[config.mk]
export PLATFORM = sky130hd
export DESIGN_NAME = shmem_dma_flat
export DESIGN_NICKNAME = d
export VERILOG_FILES = /design/src/rtl/shmem_dma_pkg.sv /design/src/rtl/shmem_if.sv /design/src/rtl/shmem_dma.sv /design/src/flat_wrapper.sv
export SDC_FILE = /design/constraint.sdc
export NUM_CORES = 1
export LEC_CHECK = 0
export CAP_MARGIN = 0
export CORE_MARGIN = 3
export CORE_UTILIZATION = 34
export CTS_BUF_LIST = sky130_fd_sc_hd__clkbuf_8
export CTS_CLUSTER_DIAMETER = 200
export DETAILED_ROUTE_END_ITERATION = 12
export PLACE_DENSITY = 0.67
export SYNTH_ARGS = -nofsm -noshare
export SYNTH_HDL_FRONTEND = slang
export SYNTH_SLANG_ARGS = --single-unit
[constraint.sdc]
create_clock -name clk -period 8.6 [get_ports clk]
set_clock_uncertainty 0.1 [all_clocks]
set_input_delay 1.72 -clock clk [delete_from_list [all_inputs] [get_ports clk]]
set_output_delay 1.72 -clock clk [all_outputs]
set_load 0.03 [all_outputs]
[src/rtl/shmem_dma_pkg.sv]
// Shared constants for the shmem_dma block: default widths and FSM state encoding.
package shmem_dma_pkg;

  localparam int ADDR_WIDTH_DEF = 12;
  localparam int DATA_WIDTH_DEF = 32;
  localparam int LEN_WIDTH_DEF  = 13;

  localparam logic [1:0] ST_IDLE   = 2'd0;
  localparam logic [1:0] ST_READ   = 2'd1;
  localparam logic [1:0] ST_WRITE  = 2'd2;
  localparam logic [1:0] ST_FINISH = 2'd3;

endpackage

[src/rtl/shmem_if.sv]
// Single shmemif access port: request/write/address/data held until a one-cycle done.
interface shmem_if #(
  parameter int ADDR_WIDTH = 12,
  parameter int DATA_WIDTH = 32
);
  logic                  request;
  logic                  wren;
  logic [ADDR_WIDTH-1:0] addr;
  logic [DATA_WIDTH-1:0] datain;
  logic [DATA_WIDTH-1:0] dataout;
  logic                  done;

  modport master (
    output request, wren, addr, datain,
    input  dataout, done
  );

  modport slave (
    input  request, wren, addr, datain,
    output dataout, done
  );
endinterface

[src/rtl/shmem_dma.sv]
// Word-by-word memory-to-memory copy engine over one shmemif port, with abort and
// length-zero handling. All outputs come straight from flops.
module shmem_dma
  import shmem_dma_pkg::*;
#(
  parameter int ADDR_WIDTH = ADDR_WIDTH_DEF,
  parameter int DATA_WIDTH = DATA_WIDTH_DEF,
  parameter int LEN_WIDTH  = LEN_WIDTH_DEF
) (
  input  logic                  clk,
  input  logic                  srst,
  input  logic                  cfg_start,
  input  logic [ADDR_WIDTH-1:0] cfg_src,
  input  logic [ADDR_WIDTH-1:0] cfg_dst,
  input  logic [LEN_WIDTH-1:0]  cfg_len,
  input  logic                  cfg_abort,
  output logic                  busy,
  output logic                  done,
  output logic                  aborted,
  output logic [LEN_WIDTH-1:0]  xfer_count,
  shmem_if.master               shmem
);

  logic [1:0]            state_q,   state_d;
  logic [ADDR_WIDTH-1:0] src_q,     src_d;
  logic [ADDR_WIDTH-1:0] dst_q,     dst_d;
  logic [LEN_WIDTH-1:0]  len_q,     len_d;
  logic [LEN_WIDTH-1:0]  idx_q,     idx_d;
  logic [DATA_WIDTH-1:0] data_q,    data_d;
  logic                  abort_q,   abort_d;
  logic                  busy_q,    busy_d;
  logic                  done_q,    done_d;
  logic                  aborted_q, aborted_d;
  logic [LEN_WIDTH-1:0]  xfer_q,    xfer_d;
  logic                  req_q,     req_d;
  logic                  wren_q,    wren_d;
  logic [ADDR_WIDTH-1:0] addr_q,    addr_d;
  logic                  abort_pend_s;
  logic [LEN_WIDTH-1:0]  idx_next_s;

  // Next-state logic for the copy FSM and its datapath registers.
  always_comb begin
    state_d   = state_q;
    src_d     = src_q;
    dst_d     = dst_q;
    len_d     = len_q;
    idx_d     = idx_q;
    data_d    = data_q;
    abort_d   = abort_q;
    busy_d    = busy_q;
    done_d    = 1'b0;
    aborted_d = aborted_q;
    xfer_d    = xfer_q;
    req_d     = req_q;
    wren_d    = wren_q;
    addr_d    = addr_q;
    // A same-cycle abort counts as pending so the completing access can honour it.
    abort_pend_s = abort_q | cfg_abort;
    idx_next_s   = idx_q + LEN_WIDTH'(1);

    case (state_q)
      ST_IDLE: begin
        abort_d = 1'b0;
        if (cfg_start) begin
          src_d     = cfg_src;
          dst_d     = cfg_dst;
          len_d     = cfg_len;
          idx_d     = {LEN_WIDTH{1'b0}};
          xfer_d    = {LEN_WIDTH{1'b0}};
          busy_d    = 1'b1;
          aborted_d = 1'b0;
          if (cfg_len != {LEN_WIDTH{1'b0}}) begin
            state_d = ST_READ;
            req_d   = 1'b1;
            wren_d  = 1'b0;
            addr_d  = cfg_src;
          end else begin
            state_d = ST_FINISH;
          end
        end else begin
          state_d = ST_IDLE;
        end
      end

      ST_READ: begin
        abort_d = abort_pend_s;
        if (shmem.done) begin
          if (abort_pend_s) begin
            state_d = ST_FINISH;
            req_d   = 1'b0;
            wren_d  = 1'b0;
          end else begin
            state_d = ST_WRITE;
            wren_d  = 1'b1;
            addr_d  = dst_q + idx_q[ADDR_WIDTH-1:0];
            data_d  = shmem.dataout;
          end
        end else begin
          state_d = ST_READ;
        end
      end

      ST_WRITE: begin
        abort_d = abort_pend_s;
        if (shmem.done) begin
          idx_d  = idx_next_s;
          xfer_d = xfer_q + LEN_WIDTH'(1);
          if ((idx_next_s == len_q) || abort_pend_s) begin
            state_d = ST_FINISH;
            req_d   = 1'b0;
            wren_d  = 1'b0;
          end else begin
            state_d = ST_READ;
            wren_d  = 1'b0;
            addr_d  = src_q + idx_next_s[ADDR_WIDTH-1:0];
          end
        end else begin
          state_d = ST_WRITE;
        end
      end

      ST_FINISH: begin
        state_d   = ST_IDLE;
        abort_d   = 1'b0;
        busy_d    = 1'b0;
        done_d    = 1'b1;
        // Only an early stop leaves the count short of the requested length.
        aborted_d = (xfer_q != len_q);
      end

      default: begin
        state_d = ST_IDLE;
        abort_d = 1'b0;
        busy_d  = 1'b0;
        req_d   = 1'b0;
        wren_d  = 1'b0;
      end
    endcase
  end

  // State and output registers with synchronous reset.
  always_ff @(posedge clk) begin
    if (srst) begin
      state_q   <= ST_IDLE;
      src_q     <= {ADDR_WIDTH{1'b0}};
      dst_q     <= {ADDR_WIDTH{1'b0}};
      len_q     <= {LEN_WIDTH{1'b0}};
      idx_q     <= {LEN_WIDTH{1'b0}};
      data_q    <= {DATA_WIDTH{1'b0}};
      abort_q   <= 1'b0;
      busy_q    <= 1'b0;
      done_q    <= 1'b0;
      aborted_q <= 1'b0;
      xfer_q    <= {LEN_WIDTH{1'b0}};
      req_q     <= 1'b0;
      wren_q    <= 1'b0;
      addr_q    <= {ADDR_WIDTH{1'b0}};
    end else begin
      state_q   <= state_d;
      src_q     <= src_d;
      dst_q     <= dst_d;
      len_q     <= len_d;
      idx_q     <= idx_d;
      data_q    <= data_d;
      abort_q   <= abort_d;
      busy_q    <= busy_d;
      done_q    <= done_d;
      aborted_q <= aborted_d;
      xfer_q    <= xfer_d;
      req_q     <= req_d;
      wren_q    <= wren_d;
      addr_q    <= addr_d;
    end
  end

  assign busy          = busy_q;
  assign done          = done_q;
  assign aborted       = aborted_q;
  assign xfer_count    = xfer_q;
  assign shmem.request = req_q;
  assign shmem.wren    = wren_q;
  assign shmem.addr    = addr_q;
  assign shmem.datain  = data_q;

endmodule

[src/flat_wrapper.sv]
// flat-port wrapper written by rule: the top's interface ports become plain ports
module shmem_dma_flat import shmem_dma_pkg::*;
#(
  parameter int ADDR_WIDTH = ADDR_WIDTH_DEF,
  parameter int DATA_WIDTH = DATA_WIDTH_DEF,
  parameter int LEN_WIDTH  = LEN_WIDTH_DEF
)
  (clk, srst, cfg_start, cfg_src, cfg_dst, cfg_len, cfg_abort, busy, done, aborted, xfer_count, shmem_request, shmem_wren, shmem_addr, shmem_datain, shmem_dataout, shmem_done);
  shmem_if #(.ADDR_WIDTH(ADDR_WIDTH), .DATA_WIDTH(DATA_WIDTH)) shmem_i ();
  input  logic clk;
  input  logic srst;
  input  logic cfg_start;
  input  logic [ADDR_WIDTH-1:0] cfg_src;
  input  logic [ADDR_WIDTH-1:0] cfg_dst;
  input  logic [LEN_WIDTH-1:0] cfg_len;
  input  logic cfg_abort;
  output logic busy;
  output logic done;
  output logic aborted;
  output logic [LEN_WIDTH-1:0] xfer_count;
  output wire logic [$bits(shmem_i.request)-1:0] shmem_request;
  output wire logic [$bits(shmem_i.wren)-1:0] shmem_wren;
  output wire logic [$bits(shmem_i.addr)-1:0] shmem_addr;
  output wire logic [$bits(shmem_i.datain)-1:0] shmem_datain;
  input wire logic [$bits(shmem_i.dataout)-1:0] shmem_dataout;
  input wire logic [$bits(shmem_i.done)-1:0] shmem_done;
  assign shmem_request = shmem_i.request;
  assign shmem_wren = shmem_i.wren;
  assign shmem_addr = shmem_i.addr;
  assign shmem_datain = shmem_i.datain;
  assign shmem_i.dataout = shmem_dataout;
  assign shmem_i.done = shmem_done;
  shmem_dma #(.ADDR_WIDTH(ADDR_WIDTH), .DATA_WIDTH(DATA_WIDTH), .LEN_WIDTH(LEN_WIDTH)) u_core (.clk(clk), .srst(srst), .cfg_start(cfg_start), .cfg_src(cfg_src), .cfg_dst(cfg_dst), .cfg_len(cfg_len), .cfg_abort(cfg_abort), .busy(busy), .done(done), .aborted(aborted), .xfer_count(xfer_count), .shmem(shmem_i));
endmodule
==> Word level (Yosys, flattened, before mapping) <==
Index checks and enable logic that the tools add are counted.
{ "word_totals": {"ff_bits": 115, "latch_bits": 0, "ramBits": 0, "romBits": 0, "in_bits": 74, "output_inout_bits": 62, "elab_cells": 86, "memories": 0} }
{ "classes": {"add_sub_neg": 4, "mul": 0, "div": 0, "order_cmp": 0, "eq_ne": 13, "n_shift": 0, "muxes": 38, "n_bitwise": 2, "n_reduce_logical": 15} }
{ "op_table": {"columns": ["operator", "count"], "rows": [
  ["$mux 12", 6],
  ["$pmux 13 s2", 2],
  ["$mux 13", 3],
  ["$pmux 12 s3", 1],
  ["$add 13x1->13 const B", 2],
  ["$add 12x12->12", 2],
  ["$mux 1", 15],
  ["$reduce_and 7->1", 2],
  ["$eq 13x13->1", 1],
  ["$ne 13x13->1", 1],
  ["$reduce_bool 13->1", 1],
  ["$mux 2", 5],
  ["$ne 2x2->1 const B", 5],
  ["$pmux 2 s4", 1],
  ["$ne 2x1->1 const B", 3],
  ["$pmux 1 s2", 3],
  ["$pmux 1 s3", 2],
  ["$reduce_and 3->1", 2],
  ["$reduce_and 5->1", 1],
  ["$eq 2x2->1 const B", 2],
  ["$reduce_and 2->1", 2],
  ["$reduce_bool 2->1", 2],
  ["$reduce_or 2->1", 2],
  ["$reduce_bool 3->1", 1],
  ["5 further kinds", 5]
]} }

==> Depth between registers and ports, before layout <==
Gate-level depths: netlist (run 1).
{ "depth": {"word_depth": 6, "ltp_mapped": 13, "mapped_depth_nobuf": 12} }

==> Worst setup path after synthesis (run 1) <==
No wires, ideal clock.
{ "synth_path": {"kind": "in2reg", "from": "input cfg_len[6]", "to": "register u_core.addr_q[6] (netlist: u_core.shmem.addr[6])", "setup_time_ps": 128, "arrival_ps": 3075, "t_required_ps": 8372, "slack_ps": 5298, "stages": 9, "path_buffers": 1, "cell_sequence": "nor4_1 nand4_1 nand2_1 a211oi_1 o21ai_0 a31oi_4 buf_6 mux2i_1 nor2_1"} }
{ "synth_between": {"elab_chain_cells": 3} }
{ "synth_rtl": {"columns": ["item", "line_no", "text"], "rows": [
  ["from (decl)", "flat_wrapper.sv:15", "input logic [LEN_WIDTH-1:0] cfg_len;"],
  ["$reduce_bool 13->1", "shmem_dma.sv:72", "if (cfg_len != {LEN_WIDTH{1'b0}}) begin"],
  ["$ne 2x1->1 (no source line)", null, null],
  ["$reduce_and 7->1 (no source line)", null, null],
  ["to (signal assigned)", "shmem_dma.sv:157", "addr_q <= {ADDR_WIDTH{1'b0}};"],
  ["to (signal assigned)", "shmem_dma.sv:172", "addr_q <= addr_d;"],
  ["to (decl)", "shmem_dma.sv:37", "logic [ADDR_WIDTH-1:0] addr_q, addr_d;"]
]} }
No other way between the ends.
A chain may end at the register's enable or synchronous reset.

==> Worst setup path after layout (run 1) <==
{ "layout_path": {"from": "input cfg_start", "to": "register u_core.xfer_q[9] (netlist: u_core.xfer_count[9])"} }
{ "layout_between": {"elab_chain_cells": 2} }
{ "layout_rtl": {"columns": ["item", "line_no", "text"], "rows": [
  ["from (decl)", "flat_wrapper.sv:12", "input logic cfg_start;"],
  ["$ne 2x2->1 (no source line)", null, null],
  ["$reduce_and 3->1 (no source line)", null, null],
  ["to (signal assigned)", "shmem_dma.sv:154", "xfer_q <= {LEN_WIDTH{1'b0}};"],
  ["to (signal assigned)", "shmem_dma.sv:169", "xfer_q <= xfer_d;"],
  ["to (decl)", "shmem_dma.sv:34", "logic [LEN_WIDTH-1:0] xfer_q, xfer_d;"]
]} }
No other way between the ends.

==> metrics.cfg, run 1 <==
[routing]
routed_via_density=5.063
dr.pass1.iters=5
num_vias=5822
drt_iter0_drc=311
wl_um=17550
wire_per_inst_um=15.26
antenna_left=0
drcViolationCount=0

[layout]
nets=1015
diodes=0
fillerInstances=1828
mostFrequentLayoutCell=nand2_1
final_cell_area_sq_mm=0.008107
final-instance-count-excl-fill=1150
synthToLayoutAreaGrowth_pct=29.24
drive_gt1_frac=0.05646
layout_common_cells=nand2_1 (168), clkdlybuf4s50_1 (134), dfxtp_1 (115)

[power_and_ir_drop]
comb_power_share=0.290
swShare=0.3641
p_per_area_mw_per_mm2=187.5
power_switching_uw=553.6
power_uw=1520
peakVddDrop_mv=0.1022
clockPowerShare=0.305
p_seq_frac=0.405
p_leak_uw=0.003168
p_int_uw=966.7

[sta]
period_minus_slack_ns=4.119
slew_headroom=0.1522
setup_tns_ns=0
rsz0062_at_grt=no
setup_violations=0
finalHoldViolations=0
finalCritPeriodShare=0.4790
fmax_mhz=242.8
worst_pin_slew_ns=1.258
slew_viol_final=0

[clock_network]
numCtsBuffers=17
root_buffer=clkbuf_8
cts_setup_buffers=0
cts_sinks=115
clk_latency_ns=0.45
cts_resized=0
ctsHoldBuffers=0
cts_buffer_depth=2
clk_pin_slew_ns=0.08
cts_tree=yes
h-tree-depth=4

[floorplanning]
die-height_um=141.8
start_util=0.3480
dieArea_sq_mm=0.02011
core_area_sq_mm=0.01802
rows=49
chipWidth_um=141.8
io_pins=136

[critical_path]
worst-path-max-fanout=15
cp_slowest_cell=o21ai_0
worstSetupPathType=in -> reg
arrival_ns=4.42
worstSetupEndpointType=flip-flop
cp_common_cell=nor2_1
startpoint_type=input pin
critPathMaxStageDelay_ns=0.71
required_ns=8.90
crit_chain=clkdlybuf4s50_1, nand2b_1, nand3_1, o21ai_0, nand4_1, nor2_1, nand2_1, xor2_1, nor2_1

[grt]
grt_pass1_vias=5570
antenna_found_initial=0
gr-total-overflow=0
grt_pass1_wl_um=28630
grt_usage=0.1778
grt_max_degree=61

[placement]
hpwl_um=12850
placed_area_sq_mm=0.007754
routabilityCongestion=0.8674
port_buffers=135
dp.cells=1118

[min_path]
hp-class=reg -> reg

[synthesis]
ys_seq_elements=115
synth_nets=901
synth.distinct_cells=65
synth-edff-count=0
syn_area_sq_mm=0.006272
synthCells=794
synth-seq-area-share=0.3670
synth_flop_cell=dfxtp_1
async_reset_ff_frac=0
yosysWarnings=0
avgSynthCellArea_sq_um=7.900

[run_status]
outcome=finished clean

[run]
maxCapViolCount=0

[flip-flops by register name, indices dropped and copies added, names as in the netlist, 2 cells and up]
name,count
u_core.state_q,2
u_core.idx_q,13
u_core.dst_q,12
u_core.xfer_count,13
u_core.len_q,13
u_core.shmem.addr,12
u_core.shmem.datain,32
u_core.src_q,12
[routing by layer]
metal	up-vias	GRT usage	routed length [um]
li1	2952	-	-
met4	0	0.05101	352
met3	25	0.07381	1415
met1	2682	0.2172	7604
met5	-	0	0
met2	163	0.2878	8174
[stage by stage]
stage | utilization | hold WS, ns | setup slack [ns]
final | 0.4497 | 0.3535 | 4.481
after global placement | 0.4302 | 0.3405 | 4.229
after global routing | 0.4497 | 0.3713 | 4.287
after CTS | 0.4497 | 0.3567 | 4.534
after floorplan | - | 0.3400 | 5.298
after detailed placement | 0.4302 | 0.3462 | 4.048
[cells by family after synthesis]
group,share of synthesized area
xor+xnor,0.09655
compound gates,0.1684
buf+inv,0.04289
simple gates,0.2374
mux,0.01955
flops,0.3670
fa+ha+maj,0.06822
[worst paths after layout]
path	startpoint	depth (start not counted)	endpoint	slack [ns]
worst min register to register	u_core.shmem.datain[27]	2	u_core.shmem.datain[27]	0.35
worst min-delay path	u_core.shmem.datain[27]	2	u_core.shmem.datain[27]	0.35
worst max register to register	u_core.idx_q[0]	12	u_core.shmem.addr[11]	4.92
worst max-delay path	cfg_start	9	u_core.xfer_count[9]	4.48
[area by class of cell]
type	count	area [sq um]	share of cell area
Clock buffer	17	234.0	0.02886
Inverter	18	67.56	0.008335
Clock inverter	15	118.9	0.01466
Multi-Input combinational cell	615	3704	0.4569
Tap cell	229	286.5	0.03535
Sequential cell	115	2302	0.2840
Timing Repair Buffer	141	1394	0.1719
[synthesized netlist by cell type (all sizes together) (10+ instances only)]
master,instances,share of area
nor3,12,0.011
a221oi,10,0.014
xor2,27,0.039
a22oi,10,0.012
a21oi,99,0.079
clkbuf,35,0.021
inv,17,0.010
nand2,168,0.10
mux2i,10,0.016
xnor2,36,0.050
o21ai,20,0.016
nor2,83,0.050
nand3,22,0.018
buf,11,0.011
dfxtp,115,0.37
ha,31,0.062
[worst max-delay path, delay by kind of cell]
kind	cells	cell delay (ns)
AO/OA/AOI/OAI	1	0.71
XOR/XNOR	1	0.15
buffers and inverters	1	0.53
AND/OR/NAND/NOR	6	1.31
[power by group through the flow]
stage | combinational [uW] | sequential [uW] | clock (uW)
CTS | 443 | 617 | 476
finish | 440 | 616 | 464
global placement | 438 | 628 | 0
floorplan | 242 | 669 | 0
global route | 481 | 623 | 504
detailed placement | 441 | 628 | 0
No activity file was read; power rests on OpenSTA's default activity.
==> run 2: changes to the inputs <==
- PLACE_DENSITY: 0.67 -> 0.69
- clock period: 8.6 -> 3.6 ns (I/O delays scaled with it)
==> run 2 against run 1 <==
- register-to-register slack got worse by 4.6 ns
- non-clock buffer count increased by 10
- critical path type is now reg -> reg
- global-route usage decreased by 0.17 points
- utilization increased by 0.85 points
==> metrics.cfg, run 2 (synthesis results as in run 1) <==
[run_status]
outcome=finished clean

[grt]
antenna_found_initial=0  ; unchanged
grt_pass1_vias=5472  ; -1.8%
grt_max_degree=57  ; -6.6%
grt_pass1_wl_um=28060  ; -2.0%
gr-total-overflow=0  ; unchanged
grt_usage=0.1761  ; -0.001683

[power_and_ir_drop]
p_leak_uw=0.003261  ; +2.9%
peakVddDrop_mv=0.2856  ; +180%
p_per_area_mw_per_mm2=464.8  ; +150%

[clock_network]
h-tree-depth=4  ; unchanged
cts_tree=yes
clk_pin_slew_ns=0.07  ; about the same
cts_buffer_depth=2  ; unchanged
ctsHoldBuffers=0  ; unchanged
numCtsBuffers=17  ; unchanged
clk_latency_ns=0.45  ; about the same
cts_resized=0  ; unchanged
cts_setup_buffers=0  ; unchanged
root_buffer=clkbuf_8
cts_sinks=115  ; unchanged

[floorplanning]
dieArea_sq_mm=0.02011  ; unchanged
die-height_um=141.8  ; unchanged
start_util=0.3480  ; unchanged
core_area_sq_mm=0.01802  ; unchanged
chipWidth_um=141.8  ; unchanged
rows=49  ; unchanged
io_pins=136  ; unchanged

[critical_path]
arrival_ns=3.55  ; -0.87 ns
worstSetupEndpointType=flip-flop
worstSetupPathType=reg -> reg
worst-path-max-fanout=7  ; -8
required_ns=3.83  ; -5.07 ns
startpoint_type=flip-flop

[sta]
setup_violations=0  ; unchanged
worst_pin_slew_ns=0.7885  ; -0.4699 ns
fmax_mhz=301.1
setup_tns_ns=0  ; unchanged
slew_headroom=0.4688  ; +0.3166
rsz0062_at_grt=no
finalCritPeriodShare=0.9224
period_minus_slack_ns=3.321
finalHoldViolations=0  ; unchanged
slew_viol_final=0  ; unchanged

[layout]
layout_common_cells=nand2_1 (168), clkdlybuf4s50_1 (134), dfxtp_1 (115)
fillerInstances=1804  ; -1.3%
largest_register_ffs=32  ; unchanged
synthToLayoutAreaGrowth_pct=31.70
nets=1025  ; +0.99%
fin_util=0.4583  ; +0.008538
final_cell_area_sq_mm=0.008260  ; +1.9%
mostFrequentLayoutCell=nand2_1
diodes=0  ; unchanged
drive_gt1_frac=0.06559  ; +0.009131

[routing]
routed_via_density=5.036  ; -0.52%
wl_um=17830  ; +1.6%
dr.pass1.iters=4  ; -1
drcViolationCount=0  ; unchanged
num_vias=5837  ; +0.26%
drt_iter0_drc=259  ; -17%
wire_per_inst_um=15.38  ; +0.83%
antenna_left=0  ; unchanged

[placement]
port_buffers=135  ; unchanged
routabilityCongestion=0.8997  ; +3.7%
placed_area_sq_mm=0.007841  ; +1.1%
hpwl_um=13170  ; +2.5%

[min_path]
hp-class=reg -> reg

[run]
maxCapViolCount=0  ; unchanged

-- run 2: changes by cell type in the layout (fill, tap and decap cells not counted), sizes merged --
cell and change:
clkbuf +4, clkinv +1, clkinvlp -1, bufinv +3, buf +10, inv -8
-- run 2: power by group --
group | internal, uW | switching, uW | leakage, uW
Combinational | 455 | 631 | 0.00211
Sequential | 1390 | 87.9 | 0.000936
Clock | 747 | 532 | 0.000213
Total | 2590 | 1250 | 0.00326
-- run 2: final cells by class --
| type | count | area, sq um | area share |
|---|---|---|---|
| clock inverter | 10 | 130.1 | 0.01575 |
| clock buffer | 21 | 289.0 | 0.03499 |
| timing repair buffer | 151 | 1481 | 0.1793 |
| inverter | 18 | 67.56 | 0.008179 |
| multi-input combinational | 615 | 3704 | 0.4483 |
| sequential | 115 | 2302 | 0.2787 |
| tap | 229 | 286.5 | 0.03469 |
-- run 2: final timing paths --
kind                                start                 endpoint  slack [ns]  cells past startpoint
hold reg to reg   u_core.shmem.datain[24]  u_core.shmem.datain[24]        0.35                      2
setup / recovery          u_core.idx_q[4]    u_core.shmem.addr[10]        0.28                     11
setup reg to reg          u_core.idx_q[4]    u_core.shmem.addr[10]        0.28                     11
hold / removal    u_core.shmem.datain[24]  u_core.shmem.datain[24]        0.35                      2
-- run 2: stage by stage --
step / cells / worst slack, ns / power [uW] / hold WS, ns
6_report: 1159 / 0.2793 / 3840 / 0.3514
5_1_grt: 1159 / 0.1181 / 4037 / 0.3690
3_5_place_dp: 1128 / 0.3323 / 2585 / 0.3462
3_3_place_gp: 1128 / 0.3178 / 2580 / 0.3407
2_1_floorplan: 794 / 0.5993 / 2176 / 0.3400
4_1_cts: 1159 / 0.3090 / 3884 / 0.3547
-- run 2: critical path: stages, from the launching register on --
cell	delay, ns
dfxtp_1	0.54
nand4_4	0.25
nor2_1	0.41
xor2_1	0.17
ha_1	0.26
or2_2	0.28
o32a_1	0.32
a21o_1	0.18
a21oi_1	0.19
xnor2_1	0.09
a221oi_1	0.29
o32ai_1	0.13
-- run 2: metal layers --
layer / up-vias / wire, um / track usage
li1: 2973 / - / -
met1: 2661 / 7703 / 0.2139
met2: 167 / 8343 / 0.2811
met3: 36 / 1316 / 0.06505
met4: 0 / 466 / 0.07424
met5: - / 0 / 0
==> run 3: changes to the inputs <==
- CORE_UTILIZATION: 34 -> 30
- PLACE_DENSITY: 0.69 -> 0.64
- RECOVER_POWER: not set -> 25
==> run 3 against run 2 <==
- cell area grew 0.64%
- combinational power about the same
- sequential share of layout area is 0.16 points lower
- hold slack better by 0.0025 ns
- total power up 0.54%
- first-iteration DRC count increased by 40%
- non-clock buffer count up 2
- clock power about the same
==> metrics.cfg, run 3 (synthesis results as in run 1) <==
[floorplanning]
die-height_um=150.6  ; +6.2%
io_pins=136  ; unchanged
rows=52  ; +6.1%
dieArea_sq_mm=0.02268  ; +13%
chipWidth_um=150.6  ; +6.2%
core_area_sq_mm=0.02036  ; +13%
start_util=0.3080  ; -0.03998

[power_and_ir_drop]
comb_power_share=0.284  ; about the same
p_int_uw=2565  ; -0.95%
power_switching_uw=1296  ; +3.6%
swShare=0.3356  ; +0.009977
p_seq_frac=0.382  ; -0.002
p_leak_uw=0.003263  ; about the same
peakVddDrop_mv=0.2252  ; -21%
power_uw=3860  ; +0.54%
clockPowerShare=0.334  ; about the same
p_per_area_mw_per_mm2=464.4  ; about the same

[routing]
dr.pass1.iters=5  ; +1
drcViolationCount=0  ; unchanged
wire_per_inst_um=15.12  ; -1.7%
wl_um=18190  ; +2.0%
routed_via_density=4.842  ; -3.9%
num_vias=5825  ; -0.21%
drt_iter0_drc=362  ; +40%
antenna_left=0  ; unchanged

[sta]
rsz0062_at_grt=no
slew_viol_final=0  ; unchanged
slew_headroom=0.3518  ; -0.1170
setup_tns_ns=0  ; unchanged
finalCritPeriodShare=0.9028  ; -0.01962
fmax_mhz=307.7  ; +2.2%
worst_pin_slew_ns=0.9723  ; +0.1838 ns
period_minus_slack_ns=3.250  ; -0.07064 ns
setup_violations=0  ; unchanged
finalHoldViolations=0  ; unchanged

[critical_path]
arrival_ns=3.48  ; -0.07 ns
cp_common_cell=ha_1
worst-path-max-fanout=8  ; +1
worstSetupPathType=reg -> reg
critPathMaxStageDelay_ns=0.48  ; -0.06 ns
critPathBufInv=0  ; unchanged
critical_path.top_delay_family=simple AND/OR/NAND/NOR gates
crit_chain=ha_1, nand3_1, xnor2_1, ha_1, or3_1, o21ai_0, o31ai_1, a21oi_1, nor2_1, nor4_1, o2bb2ai_1, o22ai_1
required_ns=3.83  ; about the same
worstSetupEndpointType=flip-flop
cp_slowest_cell=dfxtp_1
startpoint_type=flip-flop

[clock_network]
clk_latency_ns=0.44  ; about the same
numCtsBuffers=17  ; unchanged
h-tree-depth=4  ; unchanged
cts_sinks=115  ; unchanged
cts_buffer_depth=2  ; unchanged
root_buffer=clkbuf_8
ctsHoldBuffers=0  ; unchanged
cts_tree=yes
clk_pin_slew_ns=0.08  ; about the same

[grt]
antenna_found_initial=0  ; unchanged
grt_pass1_wl_um=29070  ; +3.6%
grt_max_degree=81  ; +42%
grt_pass1_vias=5557  ; +1.6%
grt_usage=0.1629  ; -0.01325
gr-total-overflow=0  ; unchanged

[run_status]
outcome=finished clean

[layout]
largest_register_ffs=32  ; unchanged
mostFrequentLayoutCell=nand2_1
synthToLayoutAreaGrowth_pct=32.54
layout_common_cells=nand2_1 (168), clkdlybuf4s50_1 (134), dfxtp_1 (114)
nets=1027  ; +0.20%
fillerInstances=2084  ; +16%
diodes=0  ; unchanged
drive_gt1_frac=0.06752  ; +0.001933

[run]
maxCapViolCount=0  ; unchanged

[placement]
routabilityCongestion=0.8616  ; -4.2%
hpwl_um=13530  ; +2.8%
port_buffers=135  ; unchanged

[min_path]
hp-class=reg -> reg

-- run 3: worst reg2reg max path, cell delays in order (launching register included) --
cell and delay (ns):
dfxtp_1 0.48, ha_1 0.36, nand3_1 0.17, xnor2_1 0.26, ha_1 0.33, or3_1 0.39
o21ai_0 0.12, o31ai_1 0.14, a21oi_1 0.19, nor2_1 0.06, nor4_1 0.27, o2bb2ai_1 0.14
o22ai_1 0.11
-- run 3: through the flow --
step                      instances  hold WS [ns]  area [sq um]  utilization  setup WS (ns)
after floorplan                 794        0.3400          6272            -         0.5993
after global placement         1171        0.3403          7895       0.3877         0.3847
after detailed placement       1171        0.3474          7895       0.3877         0.3255
after CTS                      1203        0.3564          8315       0.4083         0.3088
after global routing           1203        0.3741          8313       0.4082        0.05430
final                          1203        0.3539          8313       0.4082         0.3499
-- run 3: final timing paths --
kind	startpoint	slack (ns)	cells after the start	endpoint
worst max-delay path	u_core.idx_q[1]	0.35	12	u_core.shmem.addr[11]
worst min register to register	u_core.shmem.datain[17]	0.35	2	u_core.shmem.datain[17]
worst min-delay path	u_core.shmem.datain[17]	0.35	2	u_core.shmem.datain[17]
worst max register to register	u_core.idx_q[1]	0.35	12	u_core.shmem.addr[11]
-- run 3: cell type report --
class	instances	area, sq um	share of cell area
clock inverter	13	158.9	0.01911
multi-input combinational	615	3704	0.4455
inverter	18	67.56	0.008128
tap	270	337.8	0.04064
sequential	115	2303	0.2771
timing repair buffer	153	1480	0.1781
clock buffer	19	261.5	0.03146
-- run 3: what timing repair did --
item,4_1_cts,5_1_grt
buffers inserted,0,0
endpoints found under the setup margin,0,2
endpoints found under the hold margin,0,0
gates resized for setup,0,1
-- run 3: power by group through the flow --
stage               Combinational (uW)  Sequential [uW]  Clock (uW)
floorplan                          578             1600           0
global placement                  1090             1500           0
detailed placement                1100             1510           0
CTS                               1100             1480        1330
global route                      1190             1490        1380
finish                            1100             1480        1290
-- run 3: routing by layer --
layer  GRT usage  share of wire  vias to the layer above
met2      0.2572           0.46                      169
met4     0.05802          0.022                        0
met1      0.2061           0.44                     2652
met5           0              0                        -
met3     0.05719          0.076                       30
li1            -              -                     2974
